[config.mk]
export PLATFORM = sky130hd
export DESIGN_NAME = pulse_seg_display
export DESIGN_NICKNAME = d
export VERILOG_FILES = /design/src/rtl/pulse_seg_pkg.sv /design/src/rtl/hex_to_seg7.sv /design/src/rtl/pulse_seg_display.sv
export SDC_FILE = /design/constraint.sdc
export NUM_CORES = 1
export LEC_CHECK = 0
export ABC_AREA = 1
export BUFFER_PORTS_ARGS = -buffer_cell sky130_fd_sc_hd__buf_2
export CAP_MARGIN = 25
export CORE_MARGIN = 2
export CORE_UTILIZATION = 42
export DETAILED_ROUTE_END_ITERATION = 8
export PLACE_DENSITY = 0.82
export SLEW_MARGIN = 20
export SYNTH_ARGS = -nofsm -noshare
export SYNTH_HDL_FRONTEND = slang
export SYNTH_HIERARCHICAL = 1
export SYNTH_SLANG_ARGS = --single-unit
[constraint.sdc]
create_clock -name clk -period 0.8 [get_ports clk]
set_input_delay 0.08 -clock clk [delete_from_list [all_inputs] [get_ports clk]]
set_output_delay 0.08 -clock clk [all_outputs]
set_load 0.01 [all_outputs]
[src/rtl/pulse_seg_pkg.sv]
// Purpose: shared seven-segment constants and the digit-glyph lookup.
// Latency: purely combinational helpers, no state.
// Backpressure: none; values are consumed directly by the display decoders.
// Optional feature macro: PULSE_SEG_HEX_EN (glyphs for codes 10-15; blank otherwise).
// Segment order in every 7-bit glyph is {g,f,e,d,c,b,a}, active-low.
package pulse_seg_pkg;

  localparam logic [6:0] SEG_BLANK = 7'h7F;
  localparam logic [6:0] SEG_MINUS = 7'h3F;

  function automatic logic [6:0] seg_glyph(input logic [3:0] code);
    logic [6:0] seg;
    seg = SEG_BLANK;
    case (code)
      4'h0: seg = 7'h40;
      4'h1: seg = 7'h79;
      4'h2: seg = 7'h24;
      4'h3: seg = 7'h30;
      4'h4: seg = 7'h19;
      4'h5: seg = 7'h12;
      4'h6: seg = 7'h02;
      4'h7: seg = 7'h78;
      4'h8: seg = 7'h00;
      4'h9: seg = 7'h10;
`ifdef PULSE_SEG_HEX_EN
      4'hA: seg = 7'h08;
      4'hB: seg = 7'h03;
      4'hC: seg = 7'h46;
      4'hD: seg = 7'h21;
      4'hE: seg = 7'h06;
      4'hF: seg = 7'h0E;
`else
      // Decimal-only build: non-BCD codes show nothing rather than garbage.
      default: seg = SEG_BLANK;
`endif
    endcase
    return seg;
  endfunction

endpackage

[src/rtl/hex_to_seg7.sv]
// Purpose: decode one 4-bit digit code into an active-low seven-segment glyph.
// Latency: combinational, settles in the same cycle as code changes.
// Backpressure: none.
// Ports: code [3:0] in, seg [6:0] out as {g,f,e,d,c,b,a}, active-low.
// Optional feature macro: PULSE_SEG_HEX_EN (via pulse_seg_pkg::seg_glyph).
module hex_to_seg7
  import pulse_seg_pkg::*;
(
  input  logic [3:0] code,
  output logic [6:0] seg
);

  assign seg = seg_glyph(code);

endmodule

[src/rtl/pulse_seg_display.sv]
// Purpose: rising-edge pulse generator plus multi-digit seven-segment decode with sign slot.
// Latency: pulse_out one clock after the first sampled 1; displays combinational (same cycle).
// Backpressure: none; free-running, every input change is reflected.
// Ports: clk, rst (async active-high), level_in -> pulse_out,
//        digits [4*NUM_DIGITS-1:0] + negative -> displays [7*NUM_DISPLAYS-1:0] (active-low).
// Optional feature macro: PULSE_SEG_HEX_EN (hex glyphs A-F on digit codes 10-15).
module pulse_seg_display
  import pulse_seg_pkg::*;
#(
  parameter int NUM_DIGITS   = 4,
  parameter int NUM_DISPLAYS = 6
) (
  input  logic                      clk,
  input  logic                      rst,
  input  logic                      level_in,
  output logic                      pulse_out,
  input  logic [4*NUM_DIGITS-1:0]   digits,
  input  logic                      negative,
  output logic [7*NUM_DISPLAYS-1:0] displays
);

  if (NUM_DIGITS == 0 || NUM_DISPLAYS < NUM_DIGITS) begin : g_param_check
    $fatal(1, "pulse_seg_display: need NUM_DIGITS > 0 and NUM_DISPLAYS >= NUM_DIGITS");
  end

  logic lvl_q;
  logic pulse_q;

  // lvl_q resets high so a level already high at reset release is not
  // mistaken for a fresh edge; a real low sample is needed first.
  always_ff @(posedge clk or posedge rst) begin
    if (rst) begin
      lvl_q   <= 1'b1;
      pulse_q <= 1'b0;
    end else begin
      pulse_q <= level_in & ~lvl_q;
      lvl_q   <= level_in;
    end
  end

  assign pulse_out = pulse_q;

  for (genvar i = 0; i < NUM_DIGITS; i++) begin : g_digit
    hex_to_seg7 u_dec (
      .code (digits[4*i +: 4]),
      .seg  (displays[7*i +: 7])
    );
  end

  // The slot just above the digits carries the sign: {~negative, 6'h3F}.
  if (NUM_DISPLAYS > NUM_DIGITS) begin : g_sign
    assign displays[7*NUM_DIGITS +: 7] = negative ? SEG_MINUS : SEG_BLANK;
  end

  for (genvar j = NUM_DIGITS + 1; j < NUM_DISPLAYS; j++) begin : g_blank
    assign displays[7*j +: 7] = SEG_BLANK;
  end

endmodule

==> run summary, run 1 <==
For this configuration, the core starts out at a cell density of 45.5%. The number of placement rows came out at 16. The root buffer cell chosen for the clock tree is clkbuf_4. The part of the Yosys area used for sequential elements came out at 5.57%. After synthesis, the share of flip-flops with an asynchronous set or reset is 100%. The chip width is 50.8 um. The setup slack on the worst flop-to-flop path came out at 0.13 ns. Once detailed placement completed, the half-perimeter wirelength came to 1690 um.

The critical path in this run is classified as in2out. The run finished, with violations left. The critical path ends at displays[5]. The final wirelength is 4550 um.

The final count of negative-setup-slack endpoints came out at 27. The synthesis-stage register bit count is 2. The area share of the leading cell type in the synthesized netlist came out at 27.2%. Compared with the post-synthesis result, the final layout area differs by 107%.

The share of cells above drive strength 1 is 67.0%. Yosys attributes the largest share of cell area to ha_1 27%, nand2_1 26%, nand3_1 13%, inv_1 11%, buf_4 11%. The per-cell via count in the routed design came out at 5.37. Setup repair after global routing could not meet its margin everywhere. The checks that failed: negative setup slack.

From bottom edge to top edge, the die measures 50.8 um. The most used flip-flop cell after synthesis is dfstp_2. The critical path runs through a total of 8 cells. The aggregate negative setup slack is -1.96 ns. The standard cell with the maximum stage delay on the critical path is ha_4. The worst setup path is launched from an input pin. The count of final hold-check violations is 0. The average instance in the mapped netlist occupies 5.76 um2. The length of the first detailed-routing pass in iterations came out at 6.

The CTS clock-pin slew for the worst setup and hold paths is 0.04 ns. The startpoint identified for the worst register-to-register timing path is lvl_q$_DFF_PP1_. The endpoint of the lowest-slack register-to-register path is pulse_out$_DFF_PP0_. The total routing resource utilization after global routing came out at 24.8%. The I/O pin count came out at 63. The last weighted congestion value of the routability-driven placer came out at 0.759. The wire length per cell is 17.7 um.

The total number of yosys warnings came out at 6. TritonCTS built the clock tree. The remaining global-route overflow came out at 0. The time the final worst path needs with I/O delays and setup is 0.950 ns.

The first global-routing pass estimated 4970 um of wire. The number of cell instances on the worst register-to-register path is 1. The tightest min-delay check is of the in2async type.

The count of final max-slew check failures came to 0. The most common cell in the synthesized netlist is nand2_1. The most critical setup path has its startpoint at digits[0]. The required time of the worst setup path came out at 0.72 ns. In the routed design, unresolved DRC markers number 0.

The worst endpoint data arrival time is 0.87 ns. The signal on the critical path passes through buf_8 -> buf_6 -> ha_4 -> inv_2 -> nand2_2 -> nand3_2 -> nand2_1 -> buf_2. The final critical path takes up 119% of the cycle. The repair_antennas step left the layout with diodes totalling 0. Counting instances in the post-synthesis netlist gives the leading cell types as 64 x nand2_1, 27 x inv_1, 24 x nand3_1. The later-pin clock latency in the skew report is 0.23 ns. The worst path setup slack after routing is -0.150 ns.

The net total in the final layout came out at 271. Entering global routing, the biggest net connects 7 pins. The cell family contributing the most delay on the critical path is buffers and inverters. The top achievable clock speed is 1.05 GHz. TritonCTS created 3 clock buffers.

The largest fanout on the critical path came out at 2. The count of H-tree levels built during CTS is 1. In this run the tool buffered the top-level ports with 49 buffer cells. The biggest area contributor in the post-synthesis netlist is ha_1. The worst-case vdd ir drop came out at 0.900 mV. The die area came out at 0.00258 mm2.

The initial antenna violation count came out at 0. Across the run, the number of max-cap violations was 0. The smallest hold slack is 0.315 ns. The buffer and inverter count on the worst path came out at 4. The number of flops mapped to enable cells by yosys is 0. Counting along the longest clock path gives a buffer depth of 2. The number of standard cells after synthesis is 160.

The DRC violation total after the first TritonRoute iteration is 34. The number of sinks driven by the clock tree is 2. The number of routed nets with antenna violations is 0. The core box area is 0.00202 mm2. In this run the power density over the cells is 764 mW/mm2. The static leakage power came out at 0.000981 uW. Synthesis instantiated 11 different standard cells from the library.

The delay contributed by the slowest stage of the critical path came out at 0.15 ns. The via count is 1381. STA classifies the critical path endpoint as an output pin. The cell area that synthesis handed to floorplanning was 921 um2. The clock skew is 0.0160 ns. The number of global-route vias before repair is 1185.
[final cells by class]
type                       count  area [um2]
sequential                     2        51.3
inverter                      31         174
fill                          55         113
tap                           27        33.8
timing repair buffer          67         538
clock buffer                   4        26.3
multi-input combinational    126        1090
[metrics by stage]
stage / total power (uW) / worst slack, ns / cell area (um2) / utilization (%) / std cells
global route: 1560 / -0.188 / 1910 / 94.4 / 257
detailed placement: 759 / -0.194 / 1240 / 61.6 / 248
global placement: 751 / -0.163 / 1240 / 61.6 / 248
finish: 1460 / -0.150 / 1910 / 94.4 / 257
CTS: 1240 / -0.0628 / 1730 / 85.6 / 257
floorplan: 514 / 0.0603 / 966 / - / 172
[kinds of logic after synthesis]
kind of cell               count (synthesis)  share of synthesized area [%]
AOI/OAI and AO/OA                          4                           3.80
adders and majority gates                 20                           27.2
buffers and inverters                     44                           23.2
other                                      1                          0.407
and+or+nand+nor                           89                           39.8
DFF                                        2                           5.57
[registers in the layout, indices dropped and copies added (netlist names)]
| register | flops |
|---|---|
| lvl_q | 1 |
| pulse_out | 1 |
[worst min-delay path, cell delays in order]
cell,delay [ns]
dlygate4sd3_1,0.57
buf_2,0.14
inv_1,0.09
[cells in the final DEF (no fill, tap or decap), types with 3 or more instances in the layout]
cell type,Yosys,final
nand3_2,0,20
nand2_2,0,17
buf_6,0,10
inv_1,27,7
o21ai_4,0,4
ha_4,0,15
buf_12,0,4
clkbuf_4,0,6
buf_2,0,35
ha_1,20,4
nand3_1,24,4
inv_2,4,11
conb_1,1,13
buf_4,13,9
nand2_1,64,44
nand2_4,0,3
inv_4,0,4
inv_6,0,5
buf_8,0,4
[routing by layer]
layer	GRT usage (%)	vias up	share of wire [%]
met5	0	-	0
met4	9.01	0	6.1
met3	2.92	36	6.7
met2	53.3	100	54
met1	23.0	641	33
li1	-	604	-
[power breakdown]
group | total [uW] | switching, uW | internal [uW]
clock network | 261 | 74.4 | 186
logic | 1090 | 624 | 462
registers | 112 | 3.44 | 109
[how the worst min path moves through the flow]
stage | start | end | slack [ns] | cells past startpoint
2_1_floorplan | rst | pulse_out$_DFF_PP0_ | -0.18 | 1
3_3_place_gp | rst | pulse_out$_DFF_PP0_ | -0.07 | 2
3_5_place_dp | rst | pulse_out$_DFF_PP0_ | -0.07 | 2
4_1_cts | rst | pulse_out$_DFF_PP0_ | 0.24 | 3
5_1_grt | rst | pulse_out$_DFF_PP0_ | 0.30 | 3
6_report | rst | pulse_out$_DFF_PP0_ | 0.31 | 3
[what timing repair did]
item | in CTS | in global routing
gates resized for setup | 101 | 57
pin swaps | 25 | 23
buffers inserted | 3 | 0
setup endpoints to repair | 28 | 28
hold buffers | 2 | 0
endpoints found under the hold margin | 3 | 0
(Power assumes the default switching activity.)
==> run 2: changes to the inputs <==
--- a/config.mk
+++ b/config.mk
@@ -9,9 +9,10 @@
 export BUFFER_PORTS_ARGS = -buffer_cell sky130_fd_sc_hd__buf_2
 export CAP_MARGIN = 25
 export CORE_MARGIN = 2
-export CORE_UTILIZATION = 42
+export CORE_UTILIZATION = 43
+export CTS_BUF_LIST = sky130_fd_sc_hd__clkbuf_2 sky130_fd_sc_hd__clkbuf_4 sky130_fd_sc_hd__clkbuf_8
 export DETAILED_ROUTE_END_ITERATION = 8
-export PLACE_DENSITY = 0.82
+export PLACE_DENSITY = 0.84
 export SLEW_MARGIN = 20
 export SYNTH_ARGS = -nofsm -noshare
 export SYNTH_HDL_FRONTEND = slang
==> run 2 against run 1 <==
Net effect:
- the run now fails in global routing (5_1_grt)
- synthesized area unchanged
- synthesized cell count stayed put
==> run summary, run 2 <==
Result of the run: aborted with a tool error (was complete, but fails checks). The stage at which the run stopped is global routing (5_1_grt). The first error in the log reads "[ERROR DPL-0033] detailed placement checks failed during check placement". The number of input and output port buffers inserted is 49 (unchanged). The initial antenna violation count came out at 0. The most instantiated flip-flop cell in the synthesis netlist was dfstp_2 (unchanged). Entering global routing, the biggest net connects 7 pins. The HPWL after detailed placement is 1780 um (was 1690 um). The vertical die dimension came to 50.3 um (was 50.8 um). The cell at the root of the clock tree is clkbuf_4 (unchanged). Synth top area cells: ha_1 27%, nand2_1 26%, nand3_1 13%, inv_1 11%, buf_4 11% (unchanged).

The starting utilization of the core area came out at 46.5% (was 45.5%). The count of H-tree levels built during CTS is 1 (unchanged). The number of placement rows came out at 16 (unchanged). The most repeated cell in the gate-level netlist after synthesis is nand2_1 (unchanged). The total number of yosys warnings came to 6 (unchanged). The number of standard cells after synthesis is 160 (unchanged). The number of sinks driven by the clock tree came out at 2 (unchanged).

The buffers inserted during post-CTS setup optimization is 0 (was 3). Commonest cells in the netlist: 64 x nand2_1, 27 x inv_1, 24 x nand3_1 (unchanged). The fraction of registers with async set/reset came out at 100% (unchanged). The biggest area consumer among synthesized cells is ha_1 (unchanged). The mean instance size in the synthesized netlist is 5.76 um2 (unchanged). The number of distinct library cells after synthesis was 11 (unchanged). The part of the Yosys area used for sequential elements came out at 5.57% (unchanged). The number of flops mapped to enable cells by yosys came out at 0 (unchanged). The chip width is 50.3 um (was 50.8 um). The last weighted congestion value of the routability-driven placer is 0.873 (was 0.759). The I/O pin count came to 63 (unchanged). The number of buffers added by the clock tree synthesis step is 3 (unchanged). The mapped cell area is 921 um2 (unchanged). The maximum clock path buffer count was 2 (unchanged). The synthesis-stage register bit count is 2 (unchanged).

The area share of the leading cell type in the synthesized netlist is 27.2% (unchanged).
-- run 2: cell counts after synthesis --
No cell type changed its count.
-- run 2: kinds of logic after synthesis --
logic type	Yosys count	synth area share, %
DFF	2	5.57
adders and majority gates	20	27.2
and+or+nand+nor	89	39.8
buffers and inverters	44	23.2
AOI/OAI and AO/OA	4	3.80
other	1	0.407
-- run 2: metrics by stage --
step           cells  hold slack (ns)  worst slack [ns]  area [um2]
4_1_cts          250            0.228           -0.0652        1680
3_3_place_gp     244          -0.0723            -0.167        1210
2_1_floorplan    172           -0.180            0.0603         966
3_5_place_dp     244          -0.0666            -0.209        1210
-- run 2: what timing repair did --
action	CTS
endpoints found under the hold margin	3
hold buffers	2
resized for setup	106
endpoints found under the setup margin	28
pin swaps	25
==> run 3: changes to the inputs <==
--- a/config.mk
+++ b/config.mk
@@ -8,11 +8,10 @@
 export ABC_AREA = 1
 export BUFFER_PORTS_ARGS = -buffer_cell sky130_fd_sc_hd__buf_2
 export CAP_MARGIN = 25
-export CORE_MARGIN = 2
-export CORE_UTILIZATION = 43
-export CTS_BUF_LIST = sky130_fd_sc_hd__clkbuf_2 sky130_fd_sc_hd__clkbuf_4 sky130_fd_sc_hd__clkbuf_8
+export CORE_AREA = 2 2 63 65
 export DETAILED_ROUTE_END_ITERATION = 8
-export PLACE_DENSITY = 0.84
+export DIE_AREA = 0 0 65 67
+export PLACE_DENSITY_LB_ADDON = 0.15
 export SLEW_MARGIN = 20
 export SYNTH_ARGS = -nofsm -noshare
 export SYNTH_HDL_FRONTEND = slang
==> run 3 against run 2 <==
Net effect:
- the flow now finishes, with violations (negative setup slack)
==> run summary, run 3 (synthesized netlist as in run 1, its figures left out) <==
Result of the run: complete, but fails checks (was aborted with a tool error). The final reports fail on negative setup slack. Among all stages on the critical path, the largest delay is contributed by ha_4. In this run the static leakage power is 0.000949 uW.

The starting utilization of the core area came out at 25.5% (was 46.5%). The cell at the root of the clock tree is clkbuf_8 (was clkbuf_4). The number of placement rows came out at 22 (was 16). The required time of the worst setup path is 0.72 ns. The I/O pin count came out at 63 (unchanged). The initial antenna violation count was 0. The chip width came out at 65 um (was 50.3 um). Combinational logic burns 63.9% of the power.

The design internal power came out at 879 uW. In this run the remaining antenna-violating nets after routing total 0. The number of buffers added by the clock tree synthesis step is 3 (unchanged). The via count came out at 1138.

The buffers inserted during post-CTS setup optimization came out at 0 (unchanged). Setup repair after global routing could not meet its margin everywhere. In the layout the commonest cells are 48 x nand2_1, 37 x buf_2, 19 x nand3_2. The wire length of the first global-routing pass is 4260 um. The net total in the final layout came out at 265. The vertical die dimension came out at 67 um (was 50.3 um). The number of max-cap violations is 0. The CTS clock-pin slew for the worst setup and hold paths came out at 0.03 ns. The portion of total power attributed to the clock network came out at 28.7%. The critical path goes through buf_8 -> buf_6 -> ha_4 -> inv_2 -> nand2_2 -> nand3_2 -> nand2_1 -> buf_2. The number of cell instances on the worst register-to-register path is 1. Cells fill 52.4% of the core in the end.

The die area is 0.00436 mm2. The length of the first detailed-routing pass in iterations came out at 4. The HPWL after detailed placement came out at 1820 um (was 1780 um).

The delay contributed by the slowest stage of the critical path came out at 0.14 ns. The largest fanout on the critical path came out at 2. The switching component of the power is 621 uW. STA classifies the critical path startpoint as an input pin. The maximum number of pins on one net before global-route repair is 7. Relative to the synthesized area, the layout overhead comes to 105%. The DRC violation total after the first TritonRoute iteration came out at 14. The core box area is 0.00361 mm2. The worst-case vdd ir drop came out at 0.327 mV. For this run, the top clock speed supported by timing is 1.14 GHz. Clock skew on the completed layout was measured at 0.00692 ns. The proportion of power drawn by flip-flops and latches came out at 7.4%. The finished layout cell area is 0.00189 mm2. The final critical-path share of the clock period is 110%. The wire length per cell came out at 10.1 um. The number of global-route vias before repair came out at 1091. The per-cell via count in the routed design came out at 4.18.

The count of H-tree levels built during CTS is 1 (unchanged). The number of antenna repair diodes is 0. The post-route DRC violation count is 0.

The maximum clock path buffer count is 2 (unchanged). The power after layout is 1500 uW. The share of cells above drive strength 1 came out at 63.8%. The number of sinks driven by the clock tree is 2 (unchanged). Leaving out fill and tap cells, the most frequent cell in the layout is nand2_1. The kind of end point of the critical path is an output pin. Dividing total power by cell area gives a power density of 794 mW/mm2. The final count of negative-setup-slack endpoints came out at 18. The worst path setup slack after routing is -0.0785 ns. The fill cell total of the finished layout is 369. The number of input and output port buffers inserted came out at 49 (unchanged). TritonCTS built the clock tree.

Counting I/O delays and the setup requirement, the final critical path takes 0.878 ns. The worst min-delay path class is in2async. The worst endpoint data arrival time came out at 0.80 ns. The final wirelength is 2740 um. The remaining global-route overflow is 0. The later-pin clock latency in the skew report is 0.22 ns.

The fraction of power spent switching nets came out at 41.4%. The last weighted congestion value of the routability-driven placer is 0.721 (was 0.873). The critical path is of the in2out type. The placed instance area is 0.00125 mm2 (was 0.00121 mm2). The count of final max-slew check failures came out at 0. The count of final hold-check violations was 0. The total routing resource utilization after global routing came out at 12.3%.
run 3: area by class of cell:
type | instances | area (um2) | area share [%]
Clock buffer | 4 | 45.0 | 2.38
Inverter | 31 | 169 | 8.94
Multi-Input combinational cell | 126 | 1080 | 57.0
Sequential cell | 2 | 51.3 | 2.72
Tap cell | 48 | 60.1 | 3.18
Timing Repair Buffer | 61 | 488 | 25.8
run 3: final timing paths:
kind                       slack (ns)            start                   to
setup reg to reg                 0.15  lvl_q$_DFF_PP1_  pulse_out$_DFF_PP0_
setup / recovery                -0.08       digits[12]         displays[24]
hold reg to reg                  0.48  lvl_q$_DFF_PP1_  pulse_out$_DFF_PP0_
max in group asynchronous        0.34              rst      lvl_q$_DFF_PP1_
hold / removal                   0.25              rst  pulse_out$_DFF_PP0_
min in group clk                 0.39         negative         displays[34]
run 3: worst max-delay path, delay by kind of cell:
| family | cells | cell delay [ns] |
|---|---|---|
| AND/OR/NAND/NOR | 3 | 0.17 |
| buffers and inverters | 4 | 0.39 |
| adder cells (fa/ha/maj) | 1 | 0.14 |
run 3: metrics by stage:
step	TNS [ns]	setup WS, ns	hold slack [ns]	instances
after floorplan	0	0.0603	-0.180	172
after global routing	-2.06	-0.113	0.270	272
final	-1.02	-0.0785	0.252	272
after detailed placement	-3.50	-0.202	-0.0666	266
after global placement	-3.68	-0.194	-0.0696	266
after CTS	-1.08	-0.0726	0.251	272
run 3: routing by layer:
layer / track usage, % / routed length, um / vias to the layer above / part of all wire, %
met3: 1.52 / 182 / 2 / 6.7
met1: 11.3 / 975 / 507 / 36
li1: - / - / 588 / -
met4: 3.99 / 4 / 0 / 0.15
met5: 0 / 0 / - / 0
met2: 26.8 / 1570 / 41 / 58
run 3: repair_timing:
action | CTS | global route
setup endpoints to repair | 28 | 28
resized for setup | 105 | 41
hold buffers | 2 | 0
pin swaps | 25 | 20
endpoints found under the hold margin | 3 | 0
run 3: power groups by stage:
stage	registers [uW]	clock network, uW	logic (uW)
detailed placement	112	0	641
global placement	112	0	648
CTS	111	442	857
finish	111	431	958
floorplan	113	0	401
global route	111	453	1060
==> run 4: changes to the inputs <==
==> constraint.sdc (replaced) <==
create_clock -name clk -period 0.93 [get_ports clk]
set_input_delay 0.093 -clock clk [delete_from_list [all_inputs] [get_ports clk]]
set_output_delay 0.093 -clock clk [all_outputs]
set_load 0.01 [all_outputs]
==> run 4 against run 3 <==
Net effect:
- the flow now finishes without violations
- non-clock buffer count stayed put
- cell count is the same
- final area decreased by 7.9%
- routed wire length is 9.1% lower
- die area did not move
- sequential power fell by 14%
- critical path depth shrank 1
- register-to-register slack better by 0.12 ns
- sequential share of layout area is 0.23 points higher
- largest cell class unchanged
- highest routed layer is now met3
==> run summary, run 4 (synthesized netlist as in run 1, its figures left out) <==
The starting utilization of the core area came out at 25.5% (unchanged). The DRC violation total after the first TritonRoute iteration came out at 20 (was 14). The remaining global-route overflow was 0 (unchanged). The smallest hold slack was 0.274 ns (was 0.252 ns). The largest fanout on the critical path came out at 4 (was 2). The per-cell via count in the routed design came out at 4.12 (was 4.18). The static leakage power came to 0.000929 uW (was 0.000949 uW). The chip width is 65 um (unchanged). The power density relative to cell area came to 696 mW/mm2 (was 794 mW/mm2). The count of final hold-check violations is 0 (unchanged). The die area was 0.00436 mm2 (unchanged). The wire length per cell came to 9.14 um (was 10.1 um).

The top achievable clock speed is 1.11 GHz. The maximum number of pins on one net before global-route repair came out at 7 (unchanged). The share of cells above drive strength 1 is 56.3% (was 63.8%). The count of H-tree levels built during CTS came to 1 (unchanged).

The clock tree from TritonCTS is yes (unchanged). The commonest non-fill, non-tap cell in the layout is nand2_1 (unchanged). The number of sinks driven by the clock tree is 2 (unchanged). Result of the run: completed (was complete, but fails checks). The HPWL after detailed placement is 1840 um (was 1820 um). The wire length of the first global-routing pass was 3800 um (was 4260 um). The I/O pin count came out at 63 (unchanged). The later-pin clock latency in the skew report came out at 0.21 ns (was 0.22 ns).

Commonest non-fill, non-tap cells in the layout: 50 x nand2_1, 41 x buf_2, 14 x ha_4 (was 48 x nand2_1, 37 x buf_2, 19 x nand3_2). The cell at the root of the clock tree was clkbuf_8 (unchanged). The last weighted congestion value of the routability-driven placer came out at 0.721 (unchanged).

The number of input and output port buffers inserted is 49 (unchanged). The number of antenna repair diodes was 0 (unchanged). The kind of end point of the critical path is an output pin (unchanged). The critical path launch point type was an input pin (unchanged). The area growth from synthesis to layout came out at 89.0% (was 105%). The number of global-route vias before repair came out at 968 (was 1091).

The core box area came out at 0.00361 mm2 (unchanged). The clock skew came out at 0.0000733 ns (was 0.00692 ns). The finished layout cell area came out at 0.00174 mm2 (was 0.00189 mm2). The net total in the final layout is 265 (unchanged). The maximum clock path buffer count is 2 (unchanged). The worst-case vdd ir drop is 0.375 mV (was 0.327 mV).

The length of the first detailed-routing pass in iterations is 4 (unchanged). The worst endpoint data arrival time is 0.81 ns (was 0.80 ns). The vertical die dimension came out at 67 um (unchanged). The worst min-delay path class was in2async (unchanged). The number of max-cap violations is 0 (unchanged).

Setup repair after global routing missed its margin: yes (unchanged). The number of routed nets with antenna violations came out at 0 (unchanged). The via count came out at 1120 (was 1138). The number of buffers added by the clock tree synthesis step is 3 (unchanged). The placed instance area came to 0.00125 mm2 (unchanged). The final critical-path share of the clock period came out at 96.9%. The CTS clock-pin slew for the worst setup and hold paths came out at 0.03 ns (about the same). The initial antenna violation count came to 0 (unchanged).

The post-route DRC violation count came to 0 (unchanged). The final count of negative-setup-slack endpoints is 0 (was 18). The number of placement rows is 22 (unchanged).

The required time of the worst setup path came out at 0.84 ns (was 0.72 ns). The final wirelength came out at 2490 um (was 2740 um). The worst setup path category is in2out (unchanged). The total routing resource utilization after global routing is 10.7% (was 12.3%). The count of final max-slew check failures is 0 (unchanged). The smallest clock period supported by the final layout is computed as 0.902 ns.
==> run 4: changes by cell type in the layout (fill, tap and decap cells not counted), moves of 4 or more <==
cell     change
ha_1         +4
buf_6        +5
nand3_2      -7
inv_1        +4
buf_8        -5
buf_2        +4
nand3_1      +7
==> run 4: power by group <==
part / internal, uW / switching (uW) / total [uW]
logic: 327 / 422 / 749
registers: 93.8 / 1.50 / 95.3
clock network: 291 / 76.4 / 368
==> run 4: metal layers <==
layer,part of all wire (%),up-vias,global-route usage (%)
li1,-,586,-
met5,0,-,0
met2,54,41,21.5
met1,39,493,11.3
met3,7.6,0,1.86
met4,0,0,2.39
==> run 4: final timing paths <==
kind | start | to | slack, ns | depth (start not counted)
worst max-delay path | digits[1] | displays[3] | 0.03 | 7
worst min-delay path | rst | pulse_out$_DFF_PP0_ | 0.27 | 3
worst max register to register | lvl_q$_DFF_PP1_ | pulse_out$_DFF_PP0_ | 0.27 | 1
worst min register to register | lvl_q$_DFF_PP1_ | pulse_out$_DFF_PP0_ | 0.48 | 1
max in group asynchronous | rst | lvl_q$_DFF_PP1_ | 0.46 | 3
min in group clk | negative | displays[34] | 0.41 | 3
==> run 4: layout make-up <==
type | instances | area (um2)
fill | 381 | 1870
multi-input combinational | 126 | 1010
timing repair buffer | 61 | 434
inverter | 31 | 144
tap | 48 | 60.1
sequential | 2 | 51.3
clock buffer | 4 | 45.0
==> run 4: worst max-delay path, cell delays in order <==
cell     delay [ns]
buf_6          0.10
inv_4          0.05
ha_4           0.26
nand2_2        0.05
nand3_2        0.07
nand2_1        0.04
buf_2          0.14
==> run 4: timing repair <==
item | in CTS | in global routing
setup buffers | 0 | 1
endpoints found under the hold margin | 3 | 0
pin swaps | 9 | 15
hold buffers | 2 | 0
setup endpoints to repair | 22 | 28
gates resized for setup | 47 | 56
==> run 4: through the flow <==
stage / setup slack (ns) / instances / setup TNS [ns] / total power [uW] / utilization, %
3_5_place_dp: -0.0975 / 266 / -0.784 / 648 / 34.6
3_3_place_gp: -0.0895 / 266 / -0.883 / 653 / 34.6
6_report: 0.0284 / 272 / 0 / 1210 / 48.3
2_1_floorplan: 0.164 / 172 / 0 / 442 / -
4_1_cts: -0.00945 / 272 / -0.00945 / 1100 / 41.0
5_1_grt: -0.0117 / 272 / -0.0413 / 1320 / 48.3
